**src/rtl/seg_scan_ctrl.sv**
```systemverilog
// seg_scan_ctrl: four-digit multiplexed seven-segment scan controller.
// A prescaler divides clk into digit slots. Each slot drives one active-low
// anode and the decoded segments of that digit's nibble from a shadow register.
// New data is staged in a pending register and committed at frame boundaries,
// so a frame never shows a mix of old and new digits.
// Optional feature: define SEG_SCAN_LZ_BLANK_EN to blank leading zero digits.
module seg_scan_ctrl #(
    parameter int CLK_DIV = 50000
) (
    input  logic        clk,
    input  logic        rst_n,
    input  logic        en,
    input  logic [15:0] data_in,
    input  logic        load,
    output logic        ready,
    output logic [6:0]  seg,
    output logic [3:0]  an
);

    localparam int CW = (CLK_DIV > 1) ? $clog2(CLK_DIV) : 1;
    localparam logic [CW-1:0] CNT_MAX = CW'(CLK_DIV - 1);

    typedef enum logic {
        IDLE = 1'b0,
        SCAN = 1'b1
    } state_t;

    state_t        state;
    state_t        state_nxt;
    logic [CW-1:0] cnt;
    logic [1:0]    idx;
    logic          tick;
    logic          wrap;
    logic [15:0]   shadow;
    logic [15:0]   pending;
    logic          ready_q;
    logic [3:0]    an_q;
    logic [6:0]    seg_q;
    logic [3:0]    nib;
    logic          lz_blank;

    // Hex nibble to {a,b,c,d,e,f,g}, active-high.
    function automatic logic [6:0] decode(input logic [3:0] n);
        logic [6:0] s;
        case (n)
            4'h0: s = 7'h7E;
            4'h1: s = 7'h30;
            4'h2: s = 7'h6D;
            4'h3: s = 7'h79;
            4'h4: s = 7'h33;
            4'h5: s = 7'h5B;
            4'h6: s = 7'h5F;
            4'h7: s = 7'h70;
            4'h8: s = 7'h7F;
            4'h9: s = 7'h7B;
            4'hA: s = 7'h77;
            4'hB: s = 7'h1F;
            4'hC: s = 7'h4E;
            4'hD: s = 7'h3D;
            4'hE: s = 7'h4F;
            default: s = 7'h47;
        endcase
        return s;
    endfunction

    // State register.
    always_ff @(posedge clk) begin
        if (!rst_n) state <= IDLE;
        else        state <= state_nxt;
    end

    // Next-state follows en; slot tick and frame wrap only exist while scanning.
    always_comb begin
        state_nxt = state;
        tick      = 1'b0;
        wrap      = 1'b0;
        case (state)
            IDLE: begin
                if (en) state_nxt = SCAN;
            end
            SCAN: begin
                if (!en) begin
                    state_nxt = IDLE;
                end else begin
                    tick = (cnt == CNT_MAX);
                    wrap = tick && (idx == 2'd3);
                end
            end
            default: state_nxt = IDLE;
        endcase
    end

    // Prescaler and digit index; both cleared whenever we are (or are going) idle.
    always_ff @(posedge clk) begin
        if (!rst_n) begin
            cnt <= '0;
            idx <= 2'd0;
        end else if (state_nxt == IDLE) begin
            cnt <= '0;
            idx <= 2'd0;
        end else if (tick) begin
            cnt <= '0;
            idx <= idx + 2'd1;
        end else begin
            cnt <= cnt + CW'(1);
        end
    end

    // Select the current digit's nibble and work out leading-zero blanking.
    always_comb begin
        nib      = shadow[idx*4 +: 4];
        lz_blank = 1'b0;
`ifdef SEG_SCAN_LZ_BLANK_EN
        case (idx)
            2'd3:    lz_blank = (shadow[15:12] == 4'h0);
            2'd2:    lz_blank = (shadow[15:8]  == 8'h00);
            2'd1:    lz_blank = (shadow[15:4]  == 12'h000);
            default: lz_blank = 1'b0;
        endcase
`else
        lz_blank = 1'b0;
`endif
    end

    // Registered anode/segment drive; blank as soon as we head back to idle.
    always_ff @(posedge clk) begin
        if (!rst_n) begin
            an_q  <= 4'b1111;
            seg_q <= 7'h00;
        end else if (state_nxt == IDLE) begin
            an_q  <= 4'b1111;
            seg_q <= 7'h00;
        end else begin
            an_q  <= ~(4'b0001 << idx);
            seg_q <= lz_blank ? 7'h00 : decode(nib);
        end
    end

    // Load handshake: direct shadow write when idle, staged commit at frame wrap
    // or on leaving the scan state while scanning.
    always_ff @(posedge clk) begin
        if (!rst_n) begin
            shadow  <= 16'h0000;
            pending <= 16'h0000;
            ready_q <= 1'b1;
        end else begin
            case (state)
                IDLE: begin
                    if (load && ready_q) shadow <= data_in;
                    ready_q <= 1'b1;
                end
                SCAN: begin
                    if (!en) begin
                        if (!ready_q)  shadow <= pending;
                        else if (load) shadow <= data_in;
                        ready_q <= 1'b1;
                    end else if (wrap) begin
                        if (!ready_q) begin
                            shadow  <= pending;
                            ready_q <= 1'b1;
                        end else if (load) begin
                            pending <= data_in;
                            ready_q <= 1'b0;
                        end
                    end else if (load && ready_q) begin
                        pending <= data_in;
                        ready_q <= 1'b0;
                    end
                end
                default: ready_q <= 1'b1;
            endcase
        end
    end

    assign ready = ready_q;
    assign an    = an_q;
    assign seg   = seg_q;

endmodule

```
**config.mk**
```make
export PLATFORM = sky130hd
export DESIGN_NAME = seg_scan_ctrl
export DESIGN_NICKNAME = d
export VERILOG_FILES = /design/src/rtl/seg_scan_ctrl.sv
export SDC_FILE = /design/constraint.sdc
export NUM_CORES = 1
export LEC_CHECK = 0
export ABC_AREA = 1
export BUFFER_PORTS_ARGS = -buffer_cell sky130_fd_sc_hd__clkbuf_2
export CAP_MARGIN = 20
export CELL_PAD_IN_SITES_DETAIL_PLACEMENT = 1
export CELL_PAD_IN_SITES_GLOBAL_PLACEMENT = 1
export CORE_MARGIN = 2
export CORE_UTILIZATION = 45
export DETAILED_ROUTE_END_ITERATION = 7
export PLACE_DENSITY = 0.83
export SLEW_MARGIN = 0
export SYNTH_ARGS = -nofsm -noshare
export SYNTH_HDL_FRONTEND = slang
export SYNTH_SLANG_ARGS = --single-unit
```
**constraint.sdc**
```tcl
create_clock -name clk -period 3.5 [get_ports clk]
set_input_delay 0.7 -clock clk [delete_from_list [all_inputs] [get_ports clk]]
set_output_delay 0.7 -clock clk [all_outputs]
set_load 0.02 [all_outputs]
```
# Word-level counts from Yosys, hierarchy flattened
# Memories as Yosys holds them, arrays and structs flattened. A register that Yosys moved wholly into a read port is not among the register bits.
# Index checks and enable logic that the tools add are counted.
# word_totals
rom_bits	112
out_inout_bits	12
elab_cells	53
regBits	56
mem_count	1
# classes
n_shift	2
bitwise	4
n_reduce_logical	8
n_addsub	2
n_mux	20
eq_ne	9
# mem_list
name	words	width	rd	rd_ports_with_merged_regs	wr	line_no	source
(no name shown)	16	7	1	1	0	45	case (n)
# ops
cell	count
2-to-1 mux 16 bit	8
one-hot mux 16 bit (2 select lines)	1
adder 16 x 1 -> 16 bit (second input constant)	1
== test 16 bit (second input constant)	1
variable part select 16 x 5 -> 4 bit	1
2-to-1 mux 1 bit	10
inequality test 3 bit (second input constant)	2
AND reduction 5 bit	1
inequality test 2 bit (second input constant)	2
inequality test 4 x 2 -> 1 bit (second input constant)	1
NOT 4 bit	1
AND reduction 4 bit	1
left shift 1 x 2 -> 4 bit (first input constant)	1
inequality test 3 x 2 -> 1 bit (second input constant)	1
NOT 1 bit	3
OR reduction 3 bit	1
adder 2 x 1 -> 2 bit (second input constant)	1
== test 2 bit (second input constant)	1
logical AND 1 bit	2
inequality test 2 x 1 -> 1 bit (second input constant)	1
one-hot mux 1 bit (2 select lines)	1
AND reduction 2 bit	1
nonzero test 2 bit	1
zero test 1 bit	1

# Longest topological paths before layout
# Gate-level depths: netlist (run 1).
# logic_depth
ltp_word	7
depth_mapped	13

# Worst setup path after synthesis (run 1)
# No wires, ideal clock.
# synth_timing
path_type	register to register
from	register idx[0]
to	register seg_q[5], in the netlist seg[5]
t_required_ns	3.375
period_less_slack_ns	1.760
setup_ns	0.125
path_stages_with_launch	12
arrival_time_ns	1.635
setup_slack_ns	1.740
path_buffers	2
path_cell_list	dfxtp_1 > buf_6 > inv_4 > buf_6 > a21oi_1 > o21ai_0 > nand2_1 > inv_1 > ha_1 > or2_2 > nand3_1 > a21oi_1
# synth_via
elab_chain_cells	1
# synth_rtl
element	line_no	source
start, declared	31	logic [1:0] idx;
start signal, assigned	103	idx <= idx + 2'd1;
variable part select 16 x 5 -> 4 bit	111	nib = shadow[idx*4 +: 4];
end, declared	38	logic [6:0] seg_q;
# Every way passes these cells.
# A chain may end at the register's enable or synchronous reset.

# Final worst setup path (run 1)
# layout_timing
from	input en
to	register shadow[10]
# layout_via
elab_chain_cells	4
word_cells_on_any_way	7
# layout_rtl
element	line_no	source
start, declared	12	input logic en,
2-to-1 mux 1 bit	82	if (!en) begin
2-to-1 mux 1 bit	77	case (state)
inequality test 3 x 2 -> 1 bit (no source line)	-	
AND reduction 4 bit (no source line)	-	
end signal, assigned	149	if (load && ready_q) shadow <= data_in;
end signal, assigned	154	if (!ready_q) shadow <= pending;
end signal, assigned	155	else if (load) shadow <= data_in;
end, declared	34	logic [15:0] shadow;
# Parallel ways exist; a longest one is shown, timed or not.

==> results of run 1 <==
## registers in the layout, summed over array words and instances, names as in the netlist
name and count:
seg 7, pending 16, idx 2, state 1, shadow 16, an 4
ready 1, cnt 16
## metal layers
| metal | global-route usage | share of wire | routed length, um |
|---|---|---|---|
| met5 | 0 | 0 | 0 |
| met2 | 0.353 | 0.46 | 3500 |
| met1 | 0.281 | 0.50 | 3750 |
| met4 | 0.0615 | 0.0074 | 56 |
| met3 | 0.0512 | 0.030 | 227 |
## where the power goes
group | internal (mW) | total (mW) | switching, mW
sequential | 0.747 | 0.762 | 0.0148
combinational | 0.0582 | 0.167 | 0.109
clock | 0.347 | 0.640 | 0.293
## how the worst min path moves through the flow
stage / from / end / cells after the start
after floorplan: cnt[0]$_SDFF_PP0_ / cnt[0]$_SDFF_PP0_ / 1
after global placement: cnt[0]$_SDFF_PP0_ / cnt[0]$_SDFF_PP0_ / 1
after detailed placement: cnt[0]$_SDFF_PP0_ / cnt[0]$_SDFF_PP0_ / 1
after CTS: cnt[0]$_SDFF_PP0_ / cnt[0]$_SDFF_PP0_ / 1
after global routing: cnt[0]$_SDFF_PP0_ / cnt[0]$_SDFF_PP0_ / 1
final: cnt[0]$_SDFF_PP0_ / cnt[0]$_SDFF_PP0_ / 1
## Yosys cell counts (2+ instances only)
master,n
a211oi_1,2
a21oi_1,42
buf_2,8
buf_6,5
clkbuf_1,4
clkinv_1,2
dfxtp_1,63
ha_1,12
inv_1,45
inv_2,2
nand2_1,94
nand2_2,5
nand2_4,2
nand3_1,41
nand3_2,3
nor2_1,61
nor2_4,3
nor3_1,4
o21ai_0,31
or2_0,3
## per-stage QoR
step | power [mW] | setup slack, ns
floorplan | 0.897 | 1.74
global placement | 0.938 | 1.14
detailed placement | 0.944 | 1.09
CTS | 1.59 | 1.38
global route | 1.64 | 1.19
finish | 1.57 | 1.39
## critical path, stage by stage
cell and delay [ns]:
clkbuf_2 0.10, nand2_1 0.34, nand2_1 0.52, o21ai_0 0.39, inv_1 0.08, nand3_1 0.10
nand2_1 0.07, nor2_1 0.08
## layout make-up
cell class / count / area, um^2
inverters: 50 / 190
clock buffers: 11 / 141
repair buffers: 33 / 170
multi-input cells: 314 / 1570
flip-flops and latches: 63 / 1260
well taps: 80 / 100
fillers: 906 / 3270
clock inverters: 5 / 57.6
## kinds of logic after synthesis
group,count (synthesis)
buf+inv,68
fa+ha+maj,12
simple gates,221
compound gates,79
flops,63
xor+xnor,2
==> flow_summary.yaml, run 1 <==
setup_path:
  rrSetupSlack_ns: 1.39
  reg2reg_depth: 9
  critPathArrivalTime_ns: 2.39
  required_ns: 3.78
  cp-start-kind: "primary input"
  crit_start: "en"
  worstSetupEndpoint: "shadow[10]$_SDFFE_PN0P_"
  crit_path_end_kind: "flop"
  reg2reg_from: "idx[0]$_SDFFE_PN0P_"
  critPathKind: "in -> reg"
  path_max_fanout: 23
  r2r-end: "seg[5]$_SDFF_PN0_"
final_layout:
  area_delta_synth_final_pct: 11.2
  utilization: 0.516
  stdcell_area_um2: 3490
  nets: 503
  final_cell_mix: "nand2_1, dfxtp_1, nor2_1"
  layout_commonest_cell: "nand2_1"
  diodes: 0
  layout.cells.non_filler: 556
  layout-drive-gt1-share: 0.145
clock_tree:
  post_cts_resized: 0
  clock_sinks: 63
  path_clk_slew_ns: 0.07
  cts_made_buffers: 9
  postCtsSetupRepairBufs: 0
  cts_root_buf: "clkbuf_8"
  cts_tree: "done"
  clock_latency_ns: 0.34
  cts_max_level: 3
  clockBufferDepth: 2
  postCtsHoldBufs: 0
detailed_routing:
  vias: 2867
  drc: 0
  routedWlPerCell_um: 13.5
  ant_nets: 0
  wl_um: 7530
  first_iter_violations: 122
  viasPerCell: 5.16
  dr.pass1.iters: 4
placement:
  port_buffers: 31
  gp_congestion: 0.832
  dp.cells: 540
  placed_cell_area_um2: 3290
  place_hpwl_um: 5340
power:
  peakVddDrop_mv: 0.208
  powerDensity_nw_per_um2: 450
  p_leak_nw: 1.58
logic_synthesis:
  synthAdderAreaFrac: 0.0478
  syn_inst: 445
  synth_edf_count: 0
  yosys_warnings: 0
  synth_top_family_by_area: "simple AND/OR/NAND/NOR gates"
  ys_ff_latch: 63
  muxShareOfSynthArea: 0
  synthDistinctLibCells: 33
  netlist_area_um2: 3140
  synth_top_area_frac: 0.402
  synth_flop_cell: "dfxtp_1"
  syn_avg_cell_area_um2: 7.05
  synthArstFlopShare: 0
  syn_nets: 477
  synth_xor_area_frac: 0.00558
  synthSimpleGateAreaFrac: 0.315
  synth_top_cell_by_area: "dfxtp_1"
  synthTopCellsByArea: "dfxtp_1, nand2_1, nor2_1"
  seq_area_frac_synth: 0.402
  synth_compound_area_frac: 0.132
floorplanning:
  coreArea_um2: 6760
  die_area_um2: 7660
  initial_core_util: 0.464
  die-width_um: 87.5
  ioPinCount: 32
  rows: 30
  die_y_um: 87.5
timing:
  fin_skew_ns: 0.00641
  rsz0062_at_grt: "false"
  whs_ns: 0.473
  tns_ns: 0
  maxSlewHeadroom: 0.348
  fin_crit_ns: 2.11
  max_freq_mhz: 474
  finalSetupViolCount: 0
  tightestPinTransition_ns: 0.976
  drv_slew: 0
  hold_viol_final: 0
  period_share: 0.603
global_route:
  antenna_found_initial: 0
  grt_pass1_wl_um: 13000
  track_usage: 0.214
  grt_start_max_net_pins: 34
  grt_pass1_vias: 2899
  grt_overflow: 0
min_path:
  hold_class: "reg -> reg"
job:
  max-cap-violations: 0
run_status:
  outcome: "complete, no violations"
(Power assumes the default switching activity.)
==> run 2, diff against run 1 <==
--- a/config.mk
+++ b/config.mk
@@ -11,9 +11,9 @@
 export CELL_PAD_IN_SITES_DETAIL_PLACEMENT = 1
 export CELL_PAD_IN_SITES_GLOBAL_PLACEMENT = 1
 export CORE_MARGIN = 2
-export CORE_UTILIZATION = 45
+export CORE_UTILIZATION = 38
 export DETAILED_ROUTE_END_ITERATION = 7
-export PLACE_DENSITY = 0.83
+export PLACE_DENSITY = 0.75
 export SLEW_MARGIN = 0
 export SYNTH_ARGS = -nofsm -noshare
 export SYNTH_HDL_FRONTEND = slang
==> constraint.sdc (replaced) <==
create_clock -name clk -period 1.7 [get_ports clk]
set_input_delay 0.34 -clock clk [delete_from_list [all_inputs] [get_ports clk]]
set_output_delay 0.34 -clock clk [all_outputs]
set_load 0.02 [all_outputs]
==> flow_summary.yaml, run 2 (synthesis results as in run 1) <==
run_status:
  outcome: "complete, no violations"
final_layout:
  layout.cells.non_filler: 601
  final_cell_mix: "nand2_1, nor2_1, dfxtp_1"
  nets: 523
  reg_top3: "cnt (16), pending (16), shadow (16)"
  nFillCells: 1052
  stdcell_area_um2: 3780
  diodes: 0
  layout_commonest_cell: "nand2_1"
  layout-drive-gt1-share: 0.200
  area_delta_synth_final_pct: 20.4
  utilization: 0.467
setup_path:
  crit_family: "buffers and inverters"
  rrSetupSlack_ns: 0.11
  path_max_fanout: 12
  reg2reg_depth: 9
  slowest_delay_ns: 0.38
  cp.depth: 9
  required_ns: 1.93
  cp-start-kind: "flop"
  crit_chain: "buf_4 -> ha_1 -> inv_1 -> nor2_2 -> nand3_4 -> nand2_8 -> buf_4 -> a21oi_1 -> nor2_1"
  crit_path_end_kind: "flop"
  crit_start: "idx[0]$_SDFFE_PN0P_"
  r2r-end: "shadow[3]$_SDFFE_PN0P_"
  reg2reg_from: "idx[0]$_SDFFE_PN0P_"
  worstSetupEndpoint: "shadow[3]$_SDFFE_PN0P_"
  critPathKind: "reg -> reg"
  critPathArrivalTime_ns: 1.82
  crit_top_cell: "buf_4"
  slowest_stage: "dfxtp_4"
  crit_buf_inv: 3
timing:
  period_share: 0.935
  tightestPinTransition_ns: 0.330
  max_freq_mhz: 629
  finalSetupViolCount: 0
  drv_slew: 0
  fin_ws_ns: 0.111
  hold_viol_final: 0
  tns_ns: 0
  maxSlewHeadroom: 0.779
  fin_skew_ns: 0.0117
  whs_ns: 0.234
  fin_crit_ns: 1.59
global_route:
  grt_overflow: 0
  grt_pass1_vias: 2736
  track_usage: 0.178
  grt_pass1_wl_um: 12600
  antenna_found_initial: 0
  grt_start_max_net_pins: 34
detailed_routing:
  ant_nets: 0
  met2_wirelength_um: 3630
  wl_um: 7690
  top_layer: "met4"
  viasPerCell: 4.84
  first_iter_violations: 117
  met3_length_um: 191
  vias: 2910
  drc: 0
  wl_met1_um: 3790
  routedWlPerCell_um: 12.8
  dr.pass1.iters: 4
power:
  powerDensity_nw_per_um2: 937
  peakVddDrop_mv: 0.385
  p_leak_nw: 1.70
  p_total_mw: 3.54
job:
  max-cap-violations: 0
floorplanning:
  die-width_um: 94.9
  coreArea_um2: 8090
  ioPinCount: 32
  rows: 33
  die_area_um2: 9000
  initial_core_util: 0.388
  die_y_um: 94.9
placement:
  port_buffers: 31
  place_hpwl_um: 5410
  gp_congestion: 0.753
  dp.cells: 579
  dp_slack_ns: 0.0350
  placed_cell_area_um2: 3430
clock_tree:
  clock_latency_ns: 0.34
  clock_sinks: 63
  cts_max_level: 3
  clockBufferDepth: 2
  cts_root_buf: "clkbuf_8"
  postCtsHoldBufs: 0
  cts_tree: "done"
  path_clk_slew_ns: 0.08
  cts_made_buffers: 9
min_path:
  hold_class: "in -> reg"
==> run 2: how the worst min path moves through the flow <==
stage | start | end | depth (start not counted)
final | data_in[11] | pending[11]$_SDFFE_PN0P_ | 3
after detailed placement | cnt[0]$_SDFF_PP0_ | cnt[0]$_SDFF_PP0_ | 1
after CTS | data_in[11] | pending[11]$_SDFFE_PN0P_ | 3
after global placement | cnt[0]$_SDFF_PP0_ | cnt[0]$_SDFF_PP0_ | 1
after floorplan | cnt[0]$_SDFF_PP0_ | cnt[0]$_SDFF_PP0_ | 1
after global routing | data_in[10] | pending[10]$_SDFFE_PN0P_ | 3
==> run 2: what timing repair did <==
| action | in CTS | in global routing |
|---|---|---|
| buffers inserted | 0 | 5 |
| gates resized for setup | 0 | 19 |
| setup endpoints to repair | 0 | 33 |
==> run 2: final cells by class <==
class                      instances  area (um^2)  share of cell area
clock buffer                      13          149              0.0394
clock inverter                     3         90.1              0.0238
tap                              105          131              0.0348
inverter                          50          195              0.0517
multi-input combinational        315         1630               0.432
sequential                        63         1270               0.335
timing repair buffer              52          313              0.0828
==> run 2: worst register-to-register path, delay by kind of cell (launching register included) <==
| kind | cells | cell delay, ns |
|---|---|---|
| AO/OA/AOI/OAI | 1 | 0.14 |
| flip-flops | 1 | 0.38 |
| AND/OR/NAND/NOR | 4 | 0.35 |
| buffers and inverters | 3 | 0.41 |
| adder cells (fa/ha/maj) | 1 | 0.21 |
==> run 2: report_power, final <==
group / switching (mW) / leakage [nW] / internal [mW]
clock: 0.589 / 0.118 / 1.02
combinational: 0.228 / 1.07 / 0.134
sequential: 0.0338 / 0.517 / 1.54
total: 0.851 / 1.70 / 2.69
==> run 2: layer usage <==
metal,GRT usage,up-vias
met5,0,-
met4,0.0507,0
met3,0.0383,6
met2,0.286,33
met1,0.239,1356
li1,-,1515
==> run 3, diff against run 2 <==
--- a/config.mk
+++ b/config.mk
@@ -11,9 +11,9 @@
 export CELL_PAD_IN_SITES_DETAIL_PLACEMENT = 1
 export CELL_PAD_IN_SITES_GLOBAL_PLACEMENT = 1
 export CORE_MARGIN = 2
-export CORE_UTILIZATION = 38
+export CORE_UTILIZATION = 42
 export DETAILED_ROUTE_END_ITERATION = 7
-export PLACE_DENSITY = 0.75
+export PLACE_DENSITY = 0.79
 export SLEW_MARGIN = 0
 export SYNTH_ARGS = -nofsm -noshare
 export SYNTH_HDL_FRONTEND = slang
==> constraint.sdc (replaced) <==
create_clock -name clk -period 1.6 [get_ports clk]
set_input_delay 0.32 -clock clk [delete_from_list [all_inputs] [get_ports clk]]
set_output_delay 0.32 -clock clk [all_outputs]
set_load 0.02 [all_outputs]
==> flow_summary.yaml, run 3 (synthesis results as in run 1) <==
detailed_routing:
  viasPerCell: 4.92
  ant_nets: 0
  first_iter_violations: 90
  dr.pass1.iters: 4
  drc: 0
  wl_um: 8300
  routedWlPerCell_um: 13.6
  vias: 2995
clock_tree:
  cts_root_buf: "clkbuf_8"
  cts_tree: "done"
  cts_made_buffers: 9
  path_clk_slew_ns: 0.07
  cts_max_level: 3
  clock_sinks: 63
  clockBufferDepth: 2
  postCtsHoldBufs: 0
  clock_latency_ns: 0.34
final_layout:
  layout-drive-gt1-share: 0.263
  utilization: 0.550
  stdcell_area_um2: 3990
  diodes: 0
  reg_top3: "cnt (16), pending (16), shadow (16)"
  nets: 538
  final_cell_mix: "nand2_1, nor2_1, dfxtp_1"
  layout_commonest_cell: "nand2_1"
  area_delta_synth_final_pct: 27.0
placement:
  port_buffers: 31
  gp_congestion: 0.833
  placed_cell_area_um2: 3560
  dp_slack_ns: -0.0421
  place_hpwl_um: 5820
floorplanning:
  initial_core_util: 0.433
  rows: 31
  die-width_um: 90.4
  ioPinCount: 32
  coreArea_um2: 7250
  die_area_um2: 8180
  die_y_um: 90.4
timing:
  fin_skew_ns: 0.00726
  max_freq_mhz: 607
  drv_slew: 0
  hold_viol_final: 0
  fin_crit_ns: 1.65
  maxSlewHeadroom: 0.769
  period_share: 1.03
  finalSetupViolCount: 6
  tightestPinTransition_ns: 0.346
  fin_ws_ns: -0.0479
  rsz0062_at_grt: "true"
setup_path:
  crit_path_end_kind: "flop"
  required_ns: 1.82
  path_max_fanout: 7
  critPathArrivalTime_ns: 1.87
  worstSetupEndpoint: "seg[2]$_SDFF_PN0_"
  crit_start: "idx[0]$_SDFFE_PN0P_"
  rrSetupSlack_ns: -0.05
  critPathKind: "reg -> reg"
  cp-start-kind: "flop"
  reg2reg_from: "idx[0]$_SDFFE_PN0P_"
  r2r-end: "seg[2]$_SDFF_PN0_"
  reg2reg_depth: 8
power:
  intPower_mw: 2.61
  peakVddDrop_mv: 0.357
  p_leak_nw: 1.80
  power_switching_mw: 0.921
  seqPwrFrac: 0.473
  switching_share: 0.261
  clkPwrFrac: 0.399
  powerDensity_nw_per_um2: 886
  p_comb_frac: 0.128
global_route:
  grt_pass1_wl_um: 13400
  grt_pass1_vias: 2914
  antenna_found_initial: 0
  grt_start_max_net_pins: 33
  track_usage: 0.203
  grt_overflow: 0
min_path:
  hold_class: "in -> reg"
run_status:
  outcome: "finished with violations"
  violations: "setup timing"
job:
  max-cap-violations: 0
## run 3: cell count changes in the layout (fill, tap and decap cells not counted), sizes merged
cell      change
buf          +15
bufinv        -2
clkinvlp      +1
clkinv        +1
nand2         -1
## run 3: worst min path at each step
stage	start	cells after the start	endpoint	slack, ns
global placement	shadow[14]$_SDFFE_PN0P_	2	shadow[14]$_SDFFE_PN0P_	0.47
global route	data_in[14]	3	pending[14]$_SDFFE_PN0P_	0.21
finish	data_in[14]	3	pending[14]$_SDFFE_PN0P_	0.21
floorplan	cnt[0]$_SDFF_PP0_	1	cnt[0]$_SDFF_PP0_	0.42
detailed placement	shadow[9]$_SDFFE_PN0P_	2	shadow[9]$_SDFFE_PN0P_	0.48
CTS	data_in[14]	3	pending[14]$_SDFFE_PN0P_	0.20
## run 3: per-layer routing
metal | routed length (um) | share of wire | global-route usage
met5 | 0 | 0 | 0
met4 | 133 | 0.016 | 0.0974
met3 | 209 | 0.025 | 0.0392
met2 | 4030 | 0.49 | 0.333
met1 | 3930 | 0.47 | 0.257
## run 3: power by group through the flow
stage,registers (mW),clock network (mW),logic (mW)
6_report,1.67,1.41,0.451
5_1_grt,1.68,1.53,0.507
4_1_cts,1.67,1.45,0.425
3_5_place_dp,1.70,0,0.409
3_3_place_gp,1.70,0,0.394
2_1_floorplan,1.71,0,0.257
## run 3: stage by stage
stage	TNS, ns	power [mW]	std cells	hold slack (ns)
after floorplan	-0.126	1.97	445	0.417
after global placement	0	2.10	582	0.469
after detailed placement	-0.0953	2.11	582	0.478
after CTS	0	3.55	601	0.198
after global routing	-0.942	3.71	609	0.209
final	-0.123	3.53	609	0.206
## run 3: timing repair
| action | 4_1_cts | 5_1_grt |
|---|---|---|
| pin swaps | 2 | 13 |
| resized for setup | 6 | 31 |
| buffers inserted | 4 | 7 |
| setup endpoints to repair | 6 | 39 |
| endpoints found under the hold margin | 0 | 0 |
| cloned | 0 | 1 |
## run 3: final cells by class
cell class | count | area, um^2
well taps | 99 | 124
multi-input cells | 314 | 1690
repair buffers | 68 | 508
fillers | 966 | 3270
clock buffers | 12 | 155
clock inverters | 3 | 42.5
inverters | 50 | 195
flip-flops and latches | 63 | 1270
## run 3: worst max-delay path, cell delays in order (launching register included)
cell and delay, ns:
dfxtp_4 0.38, buf_4 0.16, o21ai_1 0.20, nand2_2 0.16, inv_4 0.12, ha_2 0.21, nand2_1 0.07, o21ai_1 0.16
a21oi_1 0.07
